**config.mk**
```make
export PLATFORM = sky130hd
export DESIGN_NAME = mul_16_3_flat
export DESIGN_NICKNAME = d
export VERILOG_FILES = /design/src/rtl/div_16_3_pkg.sv /design/src/rtl/mul_16_3_if.sv /design/src/rtl/mul_16_3_core.sv /design/src/rtl/mul_16_3.sv /design/src/flat_wrapper.sv
export SDC_FILE = /design/constraint.sdc
export NUM_CORES = 1
export LEC_CHECK = 0
export CORE_MARGIN = 2
export CORE_UTILIZATION = 53
export CTS_BUF_LIST = sky130_fd_sc_hd__clkbuf_16
export CTS_CLUSTER_DIAMETER = 40
export DETAILED_ROUTE_END_ITERATION = 8
export GPL_TIMING_DRIVEN = 0
export PLACE_DENSITY = 0.8
export SYNTH_ARGS = -nofsm -noshare
export SYNTH_HDL_FRONTEND = slang
export SYNTH_HIERARCHICAL = 1
export SYNTH_SLANG_ARGS = --single-unit
```
**constraint.sdc**
```tcl
create_clock -name clk -period 4.4 [get_ports clk]
set_clock_uncertainty 0.2 [all_clocks]
set_input_delay 0.88 -clock clk [delete_from_list [all_inputs] [get_ports clk]]
set_output_delay 0.88 -clock clk [all_outputs]
set_load 0.05 [all_outputs]
```
**src/rtl/div_16_3_pkg.sv**
```systemverilog
// rtl/div_16_3_pkg.sv - shared widths for the divide-by-3 / multiply-by-3 pair
package div_16_3_pkg;

   localparam int X_W     = 16;
   localparam int Q_W     = 15;
   localparam int R_W     = 2;
   localparam int DIVISOR = 3;

   // 3Q+R needs one bit beyond X_W so an overflow can be seen before wrapping
   localparam int SUM_W   = X_W + 1;

   typedef logic [Q_W:1]   quot_t;
   typedef logic [R_W:1]   rem_t;
   typedef logic [X_W:1]   dividend_t;
   typedef logic [SUM_W:1] sum_t;

endpackage

```
**src/rtl/mul_16_3_if.sv**
```systemverilog
// rtl/mul_16_3_if.sv - operand/result handshake bundle for mul_16_3
// ERR_out exists only when MUL_16_3_RANGE_CHECK_EN is defined.
interface mul_16_3_if;
   import div_16_3_pkg::*;

   quot_t     IN_Q;
   rem_t      IN_R;
   logic      IN_VALID;
   logic      IN_READY;
   dividend_t X_out;
   logic      OUT_VALID;
   logic      OUT_READY;

`ifdef MUL_16_3_RANGE_CHECK_EN
   logic      ERR_out;

   modport master (
      output IN_Q, IN_R, IN_VALID, OUT_READY,
      input  IN_READY, X_out, OUT_VALID, ERR_out
   );

   modport slave (
      input  IN_Q, IN_R, IN_VALID, OUT_READY,
      output IN_READY, X_out, OUT_VALID, ERR_out
   );
`else
   modport master (
      output IN_Q, IN_R, IN_VALID, OUT_READY,
      input  IN_READY, X_out, OUT_VALID
   );

   modport slave (
      input  IN_Q, IN_R, IN_VALID, OUT_READY,
      output IN_READY, X_out, OUT_VALID
   );
`endif

endinterface

```
**src/rtl/mul_16_3_core.sv**
```systemverilog
// rtl/mul_16_3_core.sv - combinational 3Q+R at full 17-bit width
// The err term is built only when MUL_16_3_RANGE_CHECK_EN is defined.
module mul_16_3_core
   import div_16_3_pkg::*;
(
   input  quot_t q,
   input  rem_t  r,
`ifdef MUL_16_3_RANGE_CHECK_EN
   output logic  err,
`endif
   output sum_t  sum
);

   sum_t q_ext;
   sum_t q_dbl;
   sum_t r_ext;

   assign q_ext = {2'b00, q};
   assign q_dbl = {1'b0, q, 1'b0};
   assign r_ext = {{(SUM_W - R_W){1'b0}}, r};

   assign sum = q_dbl + q_ext + r_ext;

`ifdef MUL_16_3_RANGE_CHECK_EN
   // R=3 is not a legal remainder; a carry out means X does not fit in X_W bits
   assign err = (r == rem_t'(DIVISOR)) || sum[SUM_W];
`endif

endmodule

```
**src/rtl/mul_16_3.sv**
```systemverilog
// rtl/mul_16_3.sv - two-stage valid/ready pipeline reconstructing X = 3Q + R
// ERR_out and the range check are present only with MUL_16_3_RANGE_CHECK_EN.
module mul_16_3
   import div_16_3_pkg::*;
(
   input  logic       clk,
   input  logic       rst_n,
   mul_16_3_if.slave  bus
);

   quot_t     s1_q;
   rem_t      s1_r;
   logic      s1_valid;
   dividend_t s2_x;
   logic      s2_valid;
   logic      s1_en;
   logic      s2_en;
   sum_t      sum;

   // A stage may load when it is empty or its contents leave this cycle
   assign s2_en = !s2_valid || bus.OUT_READY;
   assign s1_en = !s1_valid || s2_en;

   assign bus.IN_READY  = s1_en;
   assign bus.X_out     = s2_x;
   assign bus.OUT_VALID = s2_valid;

`ifdef MUL_16_3_RANGE_CHECK_EN
   logic core_err;
   logic s2_err;

   assign bus.ERR_out = s2_err;

   mul_16_3_core u_core (
      .q   (s1_q),
      .r   (s1_r),
      .err (core_err),
      .sum (sum)
   );

   always_ff @(posedge clk) begin
      if (!rst_n) begin
         s2_err <= 1'b0;
      end else if (s2_en) begin
         s2_err <= core_err;
      end
   end
`else
   logic unused_carry;

   assign unused_carry = sum[SUM_W];

   mul_16_3_core u_core (
      .q   (s1_q),
      .r   (s1_r),
      .sum (sum)
   );
`endif

   always_ff @(posedge clk) begin
      if (!rst_n) begin
         s1_q     <= '0;
         s1_r     <= '0;
         s1_valid <= 1'b0;
         s2_x     <= '0;
         s2_valid <= 1'b0;
      end else begin
         if (s2_en) begin
            s2_x     <= sum[X_W:1];
            s2_valid <= s1_valid;
         end
         if (s1_en) begin
            s1_q     <= bus.IN_Q;
            s1_r     <= bus.IN_R;
            s1_valid <= bus.IN_VALID;
         end
      end
   end

endmodule

```
**src/flat_wrapper.sv**
```systemverilog
// flat-port wrapper written by rule: the top's interface ports become plain ports
module mul_16_3_flat import div_16_3_pkg::*;
  (clk, rst_n, bus_IN_Q, bus_IN_R, bus_IN_VALID, bus_OUT_READY, bus_IN_READY, bus_X_out, bus_OUT_VALID);
  mul_16_3_if bus_i ();
  input  logic clk;
  input  logic rst_n;
  input wire logic [$bits(bus_i.IN_Q)-1:0] bus_IN_Q;
  input wire logic [$bits(bus_i.IN_R)-1:0] bus_IN_R;
  input wire logic [$bits(bus_i.IN_VALID)-1:0] bus_IN_VALID;
  input wire logic [$bits(bus_i.OUT_READY)-1:0] bus_OUT_READY;
  output wire logic [$bits(bus_i.IN_READY)-1:0] bus_IN_READY;
  output wire logic [$bits(bus_i.X_out)-1:0] bus_X_out;
  output wire logic [$bits(bus_i.OUT_VALID)-1:0] bus_OUT_VALID;
  assign bus_i.IN_Q = bus_IN_Q;
  assign bus_i.IN_R = bus_IN_R;
  assign bus_i.IN_VALID = bus_IN_VALID;
  assign bus_i.OUT_READY = bus_OUT_READY;
  assign bus_IN_READY = bus_i.IN_READY;
  assign bus_X_out = bus_i.X_out;
  assign bus_OUT_VALID = bus_i.OUT_VALID;
  mul_16_3 u_core (.clk(clk), .rst_n(rst_n), .bus(bus_i));
endmodule
```
==> out/metrics.csv, run 1 <==
metric;value;unit
post-CTS sizing;0;
Post-CTS Setup Inserts;0;
critical path class;in -> out;
clk root buf;clkbuf_16;
core area;4060;sq um
minimum clock period;3.81;ns
Die W;69.4;microns
synthesized area per cell;8.51;sq um
CP Launch Type;primary input;
RSZ-0062 raised after global routing;no;
Reg clk slew, reported paths;0.05;ns
total placed cells including tap cells;353;
detailed-router iteration count before antenna repair;4;
via count;1972;
CP top delay family;buffers and inverters;
share of cells above drive strength 1;0.0836;
Hold Fails Final Rpt;0;
post-route ant nets;0;
Final nets;361;
WP buf/inv;5;
initial antenna violation count;0;
worst hold stages;2;
DRT Wirelength;4.81;mm
height of the die;69.4;microns
H-Tree Depth;2;
hold_sp;u_core/bus.X_out[9];
vias in the first global route;1914;
GRT Overall Usage;0.216;
r2r worst-path depth;12;
DPL Wire Length;3.56;mm
vias per cell;5.46;
critical path data required time;3.32;ns
R2R Path End;u_core/bus.X_out[13];
DR iter-0 viols;85;
final setup fails;0;
synth warn;6;
cts hold-fix bufs;0;
Worst Hold Path EP;u_core/bus.X_out[9];
antenna cells;0;
Num CTS Buffers;5;
Avg WL per Cell;13.3;microns
CTS tree;done;
slew of the pin with the lowest slew margin;0.501;ns
final period utilization;0.867;
Worst-Skew Late Latency;0.28;ns
setup tns final;0;ns
row count;23;
Synth Instances;266;
crit path max-delay cell type;clkdlybuf4s50_1;
clock tree buffer depth;2;
Seq pwr share;0.354;
Worst R2R Start;u_core/s1_q[0];
Syn Nets;317;
Finished Layout Cells;361;
Top cell by count, worst path;clkdlybuf4s50_1;
number of port buffers;37;
number of max-cap violations;0;
die area;4810;sq um
final slew viol count;0;
Placer Congestion;0.842;
Area Growth Syn to Fin;26.6;%
TritonCTS sink count;35;
Sw Pwr;294;uW
Pwr Density;353;nW/um^2
crit end category;output port;
grt ovf;0;
first-pass GRT wire length;8.49;mm
Int Power;716;uW
CP Data Arrival Time;2.73;ns
Comb pwr share;0.252;
drt drc;0;
Max Clock Freq;262;MHz
Top Ports;39;
sw frac;0.291;
Crit path largest cell delay;0.81;ns
status;complete, no violations;
Hold Path Class;reg -> reg;
CP Max Fanout;10;
VDD IR max;0.241;mV
P_leak;0.00136;uW
relative slew slack;0.665;
largest net degree at the start of global routing;13;
Clk pwr share;0.393;
synthesized area;2260;sq um
critical-path cell list;clkdlybuf4s50_1 -> and3b_1 -> buf_6 -> inv_8 -> buf_8 -> clkdlybuf4s50_1;
worst reg-to-reg setup slack;0.93;ns
starting density of the core;0.558;
## flip-flops by register name, summed over array words and instances (netlist names)
| name | count |
|---|---|
| u_core/bus.OUT_VALID | 1 |
| u_core/bus.X_out | 16 |
| u_core/s1_q | 15 |
| u_core/s1_r | 2 |
| u_core/s1_valid | 1 |
## stage by stage
| step | utilization | cell area, sq um | hold WS (ns) | power (uW) | setup WS (ns) |
|---|---|---|---|---|---|
| floorplan | - | 2260 | 0.233 | 539 | 1.29 |
| global route | 0.706 | 2870 | 0.278 | 1060 | 0.534 |
| detailed placement | 0.665 | 2700 | 0.246 | 616 | 0.582 |
| global placement | 0.665 | 2700 | 0.236 | 610 | 0.607 |
| CTS | 0.706 | 2870 | 0.251 | 1020 | 0.586 |
| finish | 0.706 | 2870 | 0.246 | 1010 | 0.585 |
## area by class of cell
cell class | count | area [sq um]
Buffer | 14 | 133
Clock buffer | 5 | 125
Clock inverter | 3 | 43.8
Fill cell | 349 | 1190
Inverter | 10 | 45.0
Multi-Input combinational cell | 207 | 1390
Sequential cell | 35 | 701
Tap cell | 50 | 62.6
Timing Repair Buffer | 37 | 370
## worst min-delay path, delay by kind of cell (launching register included)
family	cells	cell delay, ns
AO/OA/AOI/OAI	1	0.05
flip-flops	1	0.30
AND/OR/NAND/NOR	1	0.05
## cell usage in the layout (no fill, tap or decap), types with 5 or more instances in the layout
cell type / instances
nor2_1: 14
inv_1: 9
ha_1: 28
clkdlybuf4s50_1: 37
xor2_1: 5
a21oi_1: 6
a21boi_0: 12
dfxtp_1: 35
nand3_1: 34
o21a_1: 6
o21ai_0: 6
clkbuf_16: 5
nand2_1: 52
## power groups by stage
| stage | sequential [uW] | combinational [uW] | clock [uW] |
|---|---|---|---|
| 4_1_cts | 358 | 255 | 406 |
| 2_1_floorplan | 420 | 119 | 0 |
| 6_report | 358 | 255 | 398 |
| 3_3_place_gp | 364 | 246 | 0 |
| 5_1_grt | 362 | 280 | 419 |
| 3_5_place_dp | 365 | 251 | 0 |
## how the worst max path moves through the flow
stage	startpoint	endpoint	depth (start not counted)	slack (ns)
floorplan	u_core/s1_q[0]	u_core/bus.X_out[13]	12	1.29
global placement	bus_OUT_READY	bus_IN_READY	6	0.61
detailed placement	bus_OUT_READY	bus_IN_READY	6	0.58
CTS	bus_OUT_READY	bus_IN_READY	6	0.59
global route	bus_OUT_READY	bus_IN_READY	6	0.53
finish	bus_OUT_READY	bus_IN_READY	6	0.59
## metal layers
layer | share of wire | global-route usage | routed length, microns | up-vias
met3 | 0.040 | 0.0552 | 194 | 13
met4 | 0.024 | 0.0871 | 117 | 0
li1 | - | - | - | 1016
met1 | 0.45 | 0.265 | 2140 | 895
met2 | 0.49 | 0.362 | 2360 | 48
met5 | 0 | 0 | 0 | -
Note: power is estimated with default switching activity, not from simulation.
==> run 2, diff against run 1 <==
--- a/config.mk
+++ b/config.mk
@@ -12,6 +12,7 @@
 export DETAILED_ROUTE_END_ITERATION = 8
 export GPL_TIMING_DRIVEN = 0
 export PLACE_DENSITY = 0.8
+export SLEW_MARGIN = 20
 export SYNTH_ARGS = -nofsm -noshare
 export SYNTH_HDL_FRONTEND = slang
 export SYNTH_HIERARCHICAL = 1
==> results of run 2 <==
The final DEF is identical to that of run 1; final timing and power are the same.
==> run 3, diff against run 2 <==
--- a/config.mk
+++ b/config.mk
@@ -12,6 +12,7 @@
 export DETAILED_ROUTE_END_ITERATION = 8
 export GPL_TIMING_DRIVEN = 0
 export PLACE_DENSITY = 0.8
+export RECOVER_POWER = 100
 export SLEW_MARGIN = 20
 export SYNTH_ARGS = -nofsm -noshare
 export SYNTH_HDL_FRONTEND = slang
==> run 3 against run 2 <==
Effect of this change: power shrank 0.90%; sequential share of layout area increased by 0.25 points; register-to-register slack worse by 0.02 ns; critical endpoint unchanged; via count shrank 0.81%; largest power group unchanged; first-iteration DRC count rose by 7.1%; sequential power hardly changed; core utilization decreased by 0.71 points.
==> out/metrics.csv, run 3 (synthesis gave the netlist of run 1 again) <==
metric;value;unit
grt ovf;0;
register area;701;sq um
CP Max Fanout;10;
height of the die;69.4;microns
DRT Wirelength;4.82;mm
first-pass GRT wire length;8.49;mm
final period utilization;0.899;
Top cell by count, worst path;dlygate4sd3_1;
CP top delay family;buffers and inverters;
Num CTS Buffers;5;
setup ws final;0.444;ns
Placer Congestion;0.842;
Top Ports;39;
row count;23;
antenna cells;0;
initial antenna violation count;0;
GRT Overall Usage;0.216;
Area Growth Syn to Fin;25.3;%
core area;4060;sq um
Reg clk slew, reported paths;0.05;ns
uppermost layer routed;met4;
clock tree buffer depth;2;
Worst-Skew Late Latency;0.28;ns
met3 WL;220;microns
H-Tree Depth;2;
CP Data Arrival Time;2.88;ns
most common cell after layout, fill and taps aside;nand2_1;
Final nets;361;
cts hold-fix bufs;0;
Overall Power;1000;uW
VDD IR max;0.241;mV
post-route ant nets;0;
relative slew slack;0.655;
DR iter-0 viols;91;
Post-CTS Setup Inserts;0;
DPL Wire Length;3.56;mm
drt drc;0;
Crit path largest cell delay;0.88;ns
die area;4810;sq um
status;complete, no violations;
clk root buf;clkbuf_16;
max reg flops;16;
Die W;69.4;microns
largest net degree at the start of global routing;13;
most frequent cells in the layout;nand2_1 (52), dfxtp_1 (35), nand3_1 (34);
RSZ-0062 raised after global routing;no;
Hold Fails Final Rpt;0;
WP buf/inv;5;
share of cells above drive strength 1;0.0740;
slew of the pin with the lowest slew margin;0.517;ns
Placement Setup Slack;0.582;ns
crit path max-delay cell type;dlygate4sd3_1;
area of the multi-input gates;1390;sq um
wire length on met2;2.32;mm
critical-path cell list;dlygate4sd3_1 -> and3b_1 -> buf_6 -> inv_8 -> buf_8 -> dlygate4sd3_1;
P_leak;0.00138;uW
fillers;352;
minimum clock period;3.96;ns
Max Clock Freq;253;MHz
vias per cell;5.42;
critical path data required time;3.32;ns
final slew viol count;0;
vias in the first global route;1914;
CP Launch Type;primary input;
number of max-cap violations;0;
final setup fails;0;
post-CTS sizing;0;
Avg WL per Cell;13.4;microns
CTS tree;done;
crit end category;output port;
critical path class;in -> out;
TritonCTS sink count;35;
Hold Path Class;reg -> reg;
Pwr Density;353;nW/um^2
starting density of the core;0.558;
number of port buffers;37;
DRT met1 WL;2.15;mm
detailed-router iteration count before antenna repair;4;
via count;1956;
setup tns final;0;ns
## run 3: area by class of cell
type | count | area share
multi-input combinational | 207 | 0.488
sequential | 35 | 0.247
timing repair buffer | 37 | 0.131
clock buffer | 5 | 0.0441
buffer | 14 | 0.0366
tap | 50 | 0.0221
inverter | 10 | 0.0159
clock inverter | 3 | 0.0154
## run 3: worst reg2reg max path: stages, from the launching register on
cell and delay [ns]:
dfxtp_1 0.35, inv_1 0.07, fa_1 0.53, inv_1 0.05, ha_1 0.23, fa_1 0.46
a211oi_1 0.33, o21ai_0 0.16, a31oi_1 0.41, mux2i_1 0.26, xor2_1 0.17, nand2_1 0.06
a21boi_0 0.14
## run 3: worst paths after layout
path                          end  slack [ns]            startpoint  cells past startpoint
max                  bus_IN_READY        0.44         bus_OUT_READY                      6
min          u_core/bus.X_out[11]        0.25  u_core/bus.X_out[11]                      2
max reg2reg  u_core/bus.X_out[13]        0.91        u_core/s1_q[0]                     12
min reg2reg  u_core/bus.X_out[11]        0.25  u_core/bus.X_out[11]                      2
## run 3: through the flow
stage,util,hold slack [ns],cells,cell area (sq um)
detailed placement,0.665,0.246,353,2700
floorplan,-,0.233,266,2260
finish,0.699,0.255,361,2840
global route,0.699,0.278,361,2840
CTS,0.706,0.251,361,2870
global placement,0.665,0.236,353,2700
## run 3: routing by layer
layer	vias up	global-route usage
li1	1018	-
met2	54	0.362
met4	0	0.0871
met1	870	0.265
met3	14	0.0552
met5	-	0
## run 3: where the power goes
group	internal (uW)	switching [uW]	leakage [uW]
clock	267	131	0.0000838
combinational	98.4	148	0.00100
sequential	343	14.0	0.000291
==> patch, RTL diff (flow settings as in run 1) <==
Change the package constant `R_W` from 2 to 3.
--- a/src/rtl/div_16_3_pkg.sv
+++ b/src/rtl/div_16_3_pkg.sv
@@ -3,7 +3,7 @@
 
    localparam int X_W     = 16;
    localparam int Q_W     = 15;
-   localparam int R_W     = 2;
+   localparam int R_W     = 3;
    localparam int DIVISOR = 3;
 
    // 3Q+R needs one bit beyond X_W so an overflow can be seen before wrapping
Interface: changed (resized bus_IN_R); port bits go from 39 to 40. No check against the original RTL was run, so the function may have changed too.
==> patch against run 1 <==
Wire length up 5.7%; non-clock buffer count up 1; final area up 1.7%; sequential power up 4%; combinational power up 5%; power up 2.5%; largest cell class unchanged; first-iteration DRC count down 36%; worst setup slack better by 0.0098 ns; sequential cell count up 1; area after synthesis up 2.0%.
==> patch: results <==
[status]
status = "complete, no violations"

[grt]
groute.usage.overall_pct = 22.1
grt_pass1_wl_mm = 8.77
grt.overflow.total = 0
grt_max_degree = 12
grt_pass1_vias = 1953

[placement]
portBuffers = 38
place.gp.congestion = 0.825
dpl.hpwl_mm = 3.83

[sta]
slew_headroom_pct = 65.2

[logic_synthesis]
syn-num-nets = 319

[route]
dr.pass1.iters = 4
drtIter0Drc = 54
viasPerCell = 5.63
post_drt_wl_per_cell_um = 14.0

[final_layout]
nets = 364
antennaDiodeCount = 0
fillers = 344
drive_gt1_share_pct = 10.9
largest_register_ffs = 16

[critical_path]
critical_path.max_fanout = 10
critPathTopFamily = "buffers and inverters"
ff2ff_path_depth = 12

[clocking]
clock_path_buffers = 2
numCtsBuffers = 5
cts_resized = 0
htree_levels = 2
postCtsSetupBuffers = 0
clk_latency_ns = 0.28

[pwr]
vdd_ir_drop_max_mv = 0.205
leakagePower_nw = 1.37
p_int_uw = 729
-- patch: power by group through the flow --
stage	clock [mW]	combinational (mW)	sequential (mW)
2_1_floorplan	0	0.125	0.435
3_3_place_gp	0	0.257	0.378
3_5_place_dp	0	0.263	0.379
4_1_cts	0.401	0.267	0.372
5_1_grt	0.417	0.291	0.375
6_report	0.397	0.268	0.371
-- patch: worst min-delay path, delay by kind of cell, from the launching register on --
kind,cells,cell delay (ns)
flops,1,0.30
simple gates,1,0.05
compound gates,1,0.05
-- patch: path summary, 6_finish.rpt --
path,endpoint,slack [ns],from
min,u_core/bus.X_out[14],0.25,u_core/bus.X_out[14]
max,bus_IN_READY,0.59,bus_OUT_READY
min reg2reg,u_core/bus.X_out[14],0.25,u_core/bus.X_out[14]
max reg2reg,u_core/bus.X_out[13],0.77,u_core/s1_q[0]
-- patch: per-stage QoR --
stage | area, µm² | std cells | setup WS [ns]
5_1_grt | 2920 | 363 | 0.529
2_1_floorplan | 2310 | 267 | 1.28
3_3_place_gp | 2750 | 355 | 0.604
6_report | 2920 | 363 | 0.595
3_5_place_dp | 2750 | 355 | 0.595
4_1_cts | 2920 | 363 | 0.592
-- patch: cell type report --
cell class / count / area, µm² / area share [%]
Sequential cell: 36 / 721 / 24.7
Clock inverter: 3 / 38.8 / 1.33
Buffer: 14 / 110 / 3.78
Tap cell: 50 / 62.6 / 2.15
Clock buffer: 5 / 125 / 4.29
Timing Repair Buffer: 38 / 380 / 13.0
Inverter: 10 / 40.0 / 1.37
Multi-Input combinational cell: 207 / 1440 / 49.3
-- patch: per-layer routing --
metal | wire length, µm | track usage (%) | part of all wire, % | up-vias
li1 | - | - | - | 1018
met1 | 2250 | 26.7 | 44 | 951
met2 | 2510 | 38.5 | 49 | 62
met3 | 247 | 4.47 | 4.9 | 11
met4 | 76 | 8.12 | 1.5 | 0
met5 | 0 | 0 | 0 | -
